**src/rtl/sel_sequencer.sv**
```systemverilog
// sel_sequencer: frame-sync generator, double-buffered host control bank with
// registered read ports, and the operating-mode FSM (ramp, lock, clip fault)
// of the self-excited loop.
module sel_sequencer #(
   parameter int lock_frames = 64,
   parameter int clip_frames = 16,
   parameter int cw          = 7
) (
   input  logic        clk,
   input  logic        rst,
   input  logic        host_we,
   input  logic [3:0]  host_addr,
   input  logic [17:0] host_data,
   input  logic        host_apply,
   input  logic        enable,
   input  logic        fault_clear,
   input  logic [11:0] cmp_event,
   input  logic [1:0]  setmp_addr,
   input  logic [1:0]  coeff_addr,
   input  logic [1:0]  lim_addr,
   output logic [17:0] setmp,
   output logic [17:0] coeff,
   output logic [17:0] lim,
   output logic        sync,
   output logic        sel_en,
   output logic [2:0]  mode,
   output logic        locked,
   output logic        fault
);

   typedef enum logic [2:0] {
      IDLE    = 3'd0,
      RAMP    = 3'd1,
      LOCKING = 3'd2,
      LOCKED  = 3'd3,
      FAULT   = 3'd4
   } state_t;

   localparam int             n_regs   = 11;
   localparam logic [cw-1:0]  lock_max = cw'(lock_frames);
   localparam logic [cw-1:0]  clip_max = cw'(clip_frames);

   state_t        state;
   state_t        next_state;
   logic [2:0]    frame_cnt;
   logic [17:0]   shadow [n_regs];
   logic [17:0]   active [n_regs];
   logic          pending;
   logic          commit;
   logic          target_change;
   logic          err_acc;
   logic          clip_acc;
   logic          err_f;
   logic          clip_f;
   logic [17:0]   mag_cur;
   logic [17:0]   target;
   logic [16:0]   step;
   logic [18:0]   diff;
   logic [18:0]   diff_abs;
   logic [17:0]   ramp_next;
   logic [cw-1:0] lock_cnt;
   logic [cw-1:0] clip_cnt;
   logic [cw-1:0] lock_inc;
   logic [cw-1:0] clip_inc;
   logic          clip_mon;
   logic          lock_hit;
   logic          clip_hit;
   logic          unused_bits;

   assign target        = active[0];
   assign step          = active[10][16:0];
   assign commit        = sync & (pending | host_apply);
   assign target_change = commit & (shadow[0] != active[0]);
   assign err_f         = err_acc | (|cmp_event[1:0]);
   assign clip_f        = clip_acc | (|cmp_event[11:8]);
   assign clip_mon      = (state == RAMP) || (state == LOCKING) || (state == LOCKED);
   assign lock_inc      = (lock_cnt >= lock_max) ? lock_cnt : lock_cnt + cw'(1);
   assign clip_inc      = (clip_cnt >= clip_max) ? clip_cnt : clip_cnt + cw'(1);
   assign lock_hit      = sync && (state == LOCKING) && !err_f && (lock_inc >= lock_max);
   assign clip_hit      = sync && clip_mon && clip_f && (clip_inc >= clip_max);
   assign unused_bits   = ^{cmp_event[7:2], active[10][17]};

   // Free-running 3-bit frame counter; sync is registered off count 7.
   always_ff @(posedge clk or posedge rst) begin
      if (rst) begin
         frame_cnt <= '0;
         sync      <= 1'b0;
      end else begin
         frame_cnt <= frame_cnt + 3'd1;
         sync      <= (frame_cnt == 3'd7);
      end
   end

   // Shadow writes, pending-apply flag and shadow-to-active commit on sync.
   always_ff @(posedge clk or posedge rst) begin
      if (rst) begin
         // NOTE: the banks are a handful of flops, not RAM, so they are cleared like any other register.
         for (int i = 0; i < n_regs; i++) begin
            shadow[i] <= '0;
            active[i] <= '0;
         end
         pending <= 1'b0;
      end else begin
         if (host_we && (host_addr <= 4'd10))
            shadow[host_addr] <= host_data;
         // NOTE: non-blocking assignment means a same-cycle write is not seen here; active takes the pre-write shadow.
         if (commit) begin
            for (int i = 0; i < n_regs; i++)
               active[i] <= shadow[i];
            pending <= 1'b0;
         end else if (host_apply) begin
            pending <= 1'b1;
         end
      end
   end

   // Registered read ports, one cycle from address to data.
   always_ff @(posedge clk or posedge rst) begin
      if (rst) begin
         setmp <= '0;
         coeff <= '0;
         lim   <= '0;
      end else begin
         case (setmp_addr)
            2'd0:    setmp <= mag_cur;
            2'd1:    setmp <= active[1];
            default: setmp <= '0;
         endcase
         coeff <= active[4'd2 + {2'b00, coeff_addr}];
         lim   <= active[4'd6 + {2'b00, lim_addr}];
      end
   end

   // Error and clip flags ORed across the frame, cleared after each sync.
   always_ff @(posedge clk or posedge rst) begin
      if (rst) begin
         err_acc  <= 1'b0;
         clip_acc <= 1'b0;
      end else if (sync) begin
         err_acc  <= 1'b0;
         clip_acc <= 1'b0;
      end else begin
         err_acc  <= err_f;
         clip_acc <= clip_f;
      end
   end

   // One ramp step of mag_cur toward the active target, snapping when within step.
   always_comb begin
      // NOTE: every always_comb output gets a default first so no path leaves it unassigned (no latch).
      ramp_next = mag_cur;
      diff      = {target[17], target} - {mag_cur[17], mag_cur};
      diff_abs  = diff[18] ? (19'd0 - diff) : diff;
      if (diff_abs <= {2'b00, step})
         ramp_next = target;
      else if (diff[18])
         ramp_next = mag_cur - {1'b0, step};
      else
         ramp_next = mag_cur + {1'b0, step};
   end

   // Current magnitude: zero outside the active states, stepped on sync in RAMP.
   always_ff @(posedge clk or posedge rst) begin
      if (rst)
         mag_cur <= '0;
      else if ((next_state == IDLE) || (next_state == FAULT))
         mag_cur <= '0;
      else if ((state == RAMP) && sync)
         mag_cur <= ramp_next;
   end

   // Consecutive clean-frame counter, live only while in LOCKING.
   always_ff @(posedge clk or posedge rst) begin
      if (rst)
         lock_cnt <= '0;
      else if ((state == LOCKING) && (next_state == LOCKING)) begin
         if (sync)
            lock_cnt <= err_f ? '0 : lock_inc;
      end else
         lock_cnt <= '0;
   end

   // Consecutive clipped-frame counter, live in RAMP, LOCKING and LOCKED.
   always_ff @(posedge clk or posedge rst) begin
      if (rst)
         clip_cnt <= '0;
      else if (clip_mon && (next_state != IDLE) && (next_state != FAULT) &&
               !((state == RAMP) && (next_state == LOCKING))) begin
         if (sync)
            clip_cnt <= clip_f ? clip_inc : '0;
      end else
         clip_cnt <= '0;
   end

   // FSM state register.
   always_ff @(posedge clk or posedge rst) begin
      if (rst)
         state <= IDLE;
      else
         state <= next_state;
   end

   // FSM next state: clip fault beats enable-low, which beats the rest.
   always_comb begin
      next_state = state;
      case (state)
         IDLE:    if (enable) next_state = RAMP;
         RAMP:    if (sync && (ramp_next == target)) next_state = LOCKING;
         LOCKING: if (lock_hit) next_state = LOCKED;
         LOCKED: begin
            if (target_change)
               next_state = RAMP;
            else if (sync && err_f)
               next_state = LOCKING;
         end
         FAULT:   if (fault_clear) next_state = IDLE;
         default: next_state = IDLE;
      endcase
      if ((state != FAULT) && !enable)
         next_state = IDLE;
      if (clip_hit)
         next_state = FAULT;
   end

   // FSM outputs decoded from the current state.
   always_comb begin
      mode   = state;
      sel_en = (state == LOCKING) || (state == LOCKED);
      locked = (state == LOCKED);
      fault  = (state == FAULT);
   end

endmodule

```
**config.mk**
```make
export PLATFORM = sky130hd
export DESIGN_NAME = sel_sequencer
export DESIGN_NICKNAME = d
export VERILOG_FILES = /design/src/rtl/sel_sequencer.sv
export SDC_FILE = /design/constraint.sdc
export NUM_CORES = 1
export LEC_CHECK = 0
export CORE_MARGIN = 4
export CORE_UTILIZATION = 60
export CTS_BUF_LIST = sky130_fd_sc_hd__clkbuf_8
export DETAILED_ROUTE_END_ITERATION = 10
export MAX_ROUTING_LAYER = met4
export PLACE_DENSITY = 0.81
export SLEW_MARGIN = 30
export SYNTH_ARGS = -nofsm -noshare
export SYNTH_HDL_FRONTEND = slang
export SYNTH_SLANG_ARGS = --single-unit
```
**constraint.sdc**
```tcl
create_clock -name clk -period 20.4 [get_ports clk]
set_input_delay 4.08 -clock clk [delete_from_list [all_inputs] [get_ports clk]]
set_output_delay 4.08 -clock clk [all_outputs]
set_load 0.02 [all_outputs]
```
==> out/metrics.csv <==
stage,metric,value,unit
grt,first-pass GRT wire length,84.2,mm
cts,CTS tree,built,
sta,total negative setup slack,0,ns
drt,routed via count,14500,
critical_path,Worst Path Max Fanout,161,
logic_synthesis,top post-synthesis cells by area,"dfrtp_1 53%, mux2_2 19%, mux4_2 3.5%",
sta,Rel. slew slack,33.2,%
critical_path,reg-to-reg setup timing slack,13.96,ns
sta,final clock period utilization by the worst path,33.9,%
critical_path,cell family with most CP delay,buffers and inverters,
critical_path,most frequent CP cell,buf_4,
floorplan,chip width,204,um
logic_synthesis,synthesized area per cell,13.1,sq um
grt,initial antenna violation count,0,
cts,Clock Root Buffer,clkbuf_8,
logic_synthesis,top-count cell post-synth,dfrtp_1,
sta,Worst Tran Pin Value,1.00,ns
logic_synthesis,sequential fraction of the synthesis area,53.4,%
pwr,Pleak,11.6,nW
sta,endpoints failing hold,0,
logic_synthesis,"FFs w/ async S/R, synth",100,%
drt,vias per inst,6.01,
pwr,Worst IR Drop VDD,0.0793,mV
critical_path,crit start category,input pin,
sta,fmax,0.144,GHz
cts,Post-CTS Setup Bufs,0,
logic_synthesis,Post-synth EDFFs,0,
drt,DRC,0,
drt,Routed Antenna Nets,0,
critical_path,CP Data Required Time,21.07,ns
cts,"Hold-fix buffers, CTS",0,
grt,pin count of the biggest net entering global routing,185,
cts,clock sink count,490,
logic_synthesis,top-area cell type share of the netlist area,53.4,%
finish,Area Overhead vs Synth,13.0,%
grt,Total GRT Usage,26.6,%
floorplan,initial cell density of the core,60.9,%
finish,Final nets,1963,
place,Post-DP HPWL,34.4,mm
logic_synthesis,Main synth FF type,dfrtp_1,
drt,TritonRoute pass-1 iters,6,
cts,CTS max path bufs,3,
min_path,Tightest Hold Check Type,flip-flop to flip-flop,
critical_path,Max stage delay on crit path,0.80,ns
finish,antenna fix cells,0,
logic_synthesis,Mapped Cells,1755,
floorplan,standard-cell row count,71,
logic_synthesis,Post-synth top cells,"490 x dfrtp_1, 395 x mux2_2, 106 x nor2_1",
logic_synthesis,Mapped Area,23000,sq um
cts,CTS Buf Count,78,
floorplan,Core ar.,37800,sq um
pwr,Design Power,3.26,mW
drt,Starting DRT DRC Count,897,
sta,Clock Skew,0.0267,ns
grt,vias in the first global route,15300,
critical_path,Crit. End Element,asynchronous set/reset pin,
logic_synthesis,Ys Warns,0,
logic_synthesis,top cell type by total area after synthesis,dfrtp_1,
finish,post-route cell area,26000,sq um
place,placed instance area,24400,sq um
place,routability cong.,0.960,
logic_synthesis,syn nets,1863,
floorplan,Die Y,204,um
sta,final worst setup slack,13.48,ns
grt,GRT overflow,0,
cts,"Clk Latency, worst-skew pair",0.64,ns
sta,Final Critical Period,6.92,ns
cts,H-tree depth,3,
critical_path,slowest CP cell,buf_4,
cts,CTS resizes,0,
outcome,status,finished clean,
sta,final setup fails,0,
drt,Post-Route WL,52.5,mm
finish,share of layout cells above drive strength 1,30.7,%
logic_synthesis,"Distinct cells, synth",76,
floorplan,die area,41500,sq um
critical_path,CP Data Arrival Time,7.60,ns
logic_synthesis,synthesis-stage register bit count,490,
drt,routed len/inst,21.7,um
cts,clock-pin slew on the worst setup and hold paths,0.06,ns
sta,hold slack,0.445,ns
sta,RSZ-0062 raised after global routing,no,
place,pre-CTS setup slack,12.69,ns
floorplan,IO Pins,107,
critical_path,CP bufs+invs,5,
critical_path,crit-path cells,"clkdlybuf4s50_1, inv_12, buf_4, buf_4, buf_4",
sta,fin. max-slew vios,0,
run,Max-cap violations,0,
pwr,Cell Pwr Density,126,nW/um^2
critical_path,critical path type,input pin to asynchronous set/reset pin,
place,IO Port Bufs,100,
-- power breakdown --
part / internal, mW / switching, mW
logic: 0.540 / 0.586
clock network: 0.427 / 0.383
registers: 1.18 / 0.144
total: 2.15 / 1.11
-- cell type report --
| class | count | area, sq um |
|---|---|---|
| Sequential cell | 490 | 12300 |
| Fill cell | 2625 | 11800 |
| Multi-Input combinational cell | 1102 | 10100 |
| Clock buffer | 96 | 1320 |
| Timing Repair Buffer | 120 | 1180 |
| Tap cell | 511 | 639 |
| Inverter | 63 | 249 |
| Clock inverter | 36 | 193 |
-- registers in the layout, summed over array words and instances, names as in the netlist, 7 cells and up --
register	flops
mag_cur	18
active	179
lock_cnt	7
target	18
coeff	18
clip_cnt	7
setmp	18
lim	18
shadow	197
-- kinds of logic after synthesis --
family                   after synthesis  synth area share (%)
adder cells (fa/ha/maj)               62                  3.44
XOR/XNOR                              99                  3.89
AO/OA/AOI/OAI                        192                  5.86
AND/OR/NAND/NOR                      282                  6.23
buffers and inverters                163                  2.73
multiplexers                         467                  24.5
flip-flops                           490                  53.4
-- cell usage in the layout (no fill, tap or decap), types with 5 or more instances in the layout --
cell type and instances:
o21ai_0 40, buf_4 16, mux2_2 395, a211oi_1 25, clkdlybuf4s50_1 97, a31oi_1 13, mux4_2 36, nor4_1 7
nand3b_1 10, nand2_1 34, xor2_1 20, inv_1 88, or4_1 5, a21o_1 10, mux2i_1 35, o22ai_1 7
nor2_1 106, o21a_1 10, and2_1 7, a21oi_1 31, nor2b_1 6, nand2b_1 12, nor3_1 21, nor3_2 5
xnor2_1 77, nand4_1 18, a2111oi_0 5, and3_1 8, dfrtp_1 490, and4_1 6, or2_2 5, ha_1 60
nand3_1 14, clkbuf_8 96
-- worst reg2reg max path, cell delays in order, from the launching register on --
cell and delay (ns):
dfrtp_1 0.46, inv_1 0.09, ha_1 0.16, inv_1 0.05, fa_1 0.43, a211oi_4 0.34
o211ai_4 0.15, a21oi_4 0.21, nor2_1 0.08, and4_1 0.21, o21ai_1 0.12, buf_4 0.29
a21oi_1 0.09, xnor2_1 0.30, ha_1 0.39, and2_1 0.19, o21ai_0 0.49, a31oi_1 0.29
o2111ai_1 0.28, mux2_2 0.36, a2111o_1 0.37, nor4_1 0.36, and4_1 0.23, a21o_1 0.23
a211oi_1 0.11
-- final timing paths --
path,endpoint,start,cells after the start
setup reg to reg,clip_cnt[0],target[0],24
hold reg to reg,frame_cnt[0],frame_cnt[0],1
min in group asynchronous,active[141],rst,2
hold / removal,frame_cnt[0],frame_cnt[0],1
max in group clk,clip_cnt[0],target[0],24
setup / recovery,shadow[37],rst,5
-- per-layer routing --
| layer | share of wire, % | global-route usage [%] |
|---|---|---|
| met1 | 44 | 34.9 |
| met2 | 49 | 42.8 |
| met3 | 4.1 | 4.15 |
| met4 | 3.3 | 9.42 |
| met5 | 0 | - |
-- per-stage QoR --
stage               cells  utilization, %
floorplan            1755               -
global placement     2284            64.7
detailed placement   2285            64.7
CTS                  2417            68.7
global route         2418            68.8
finish               2418            68.8
Power figures use the tool's default switching activity.
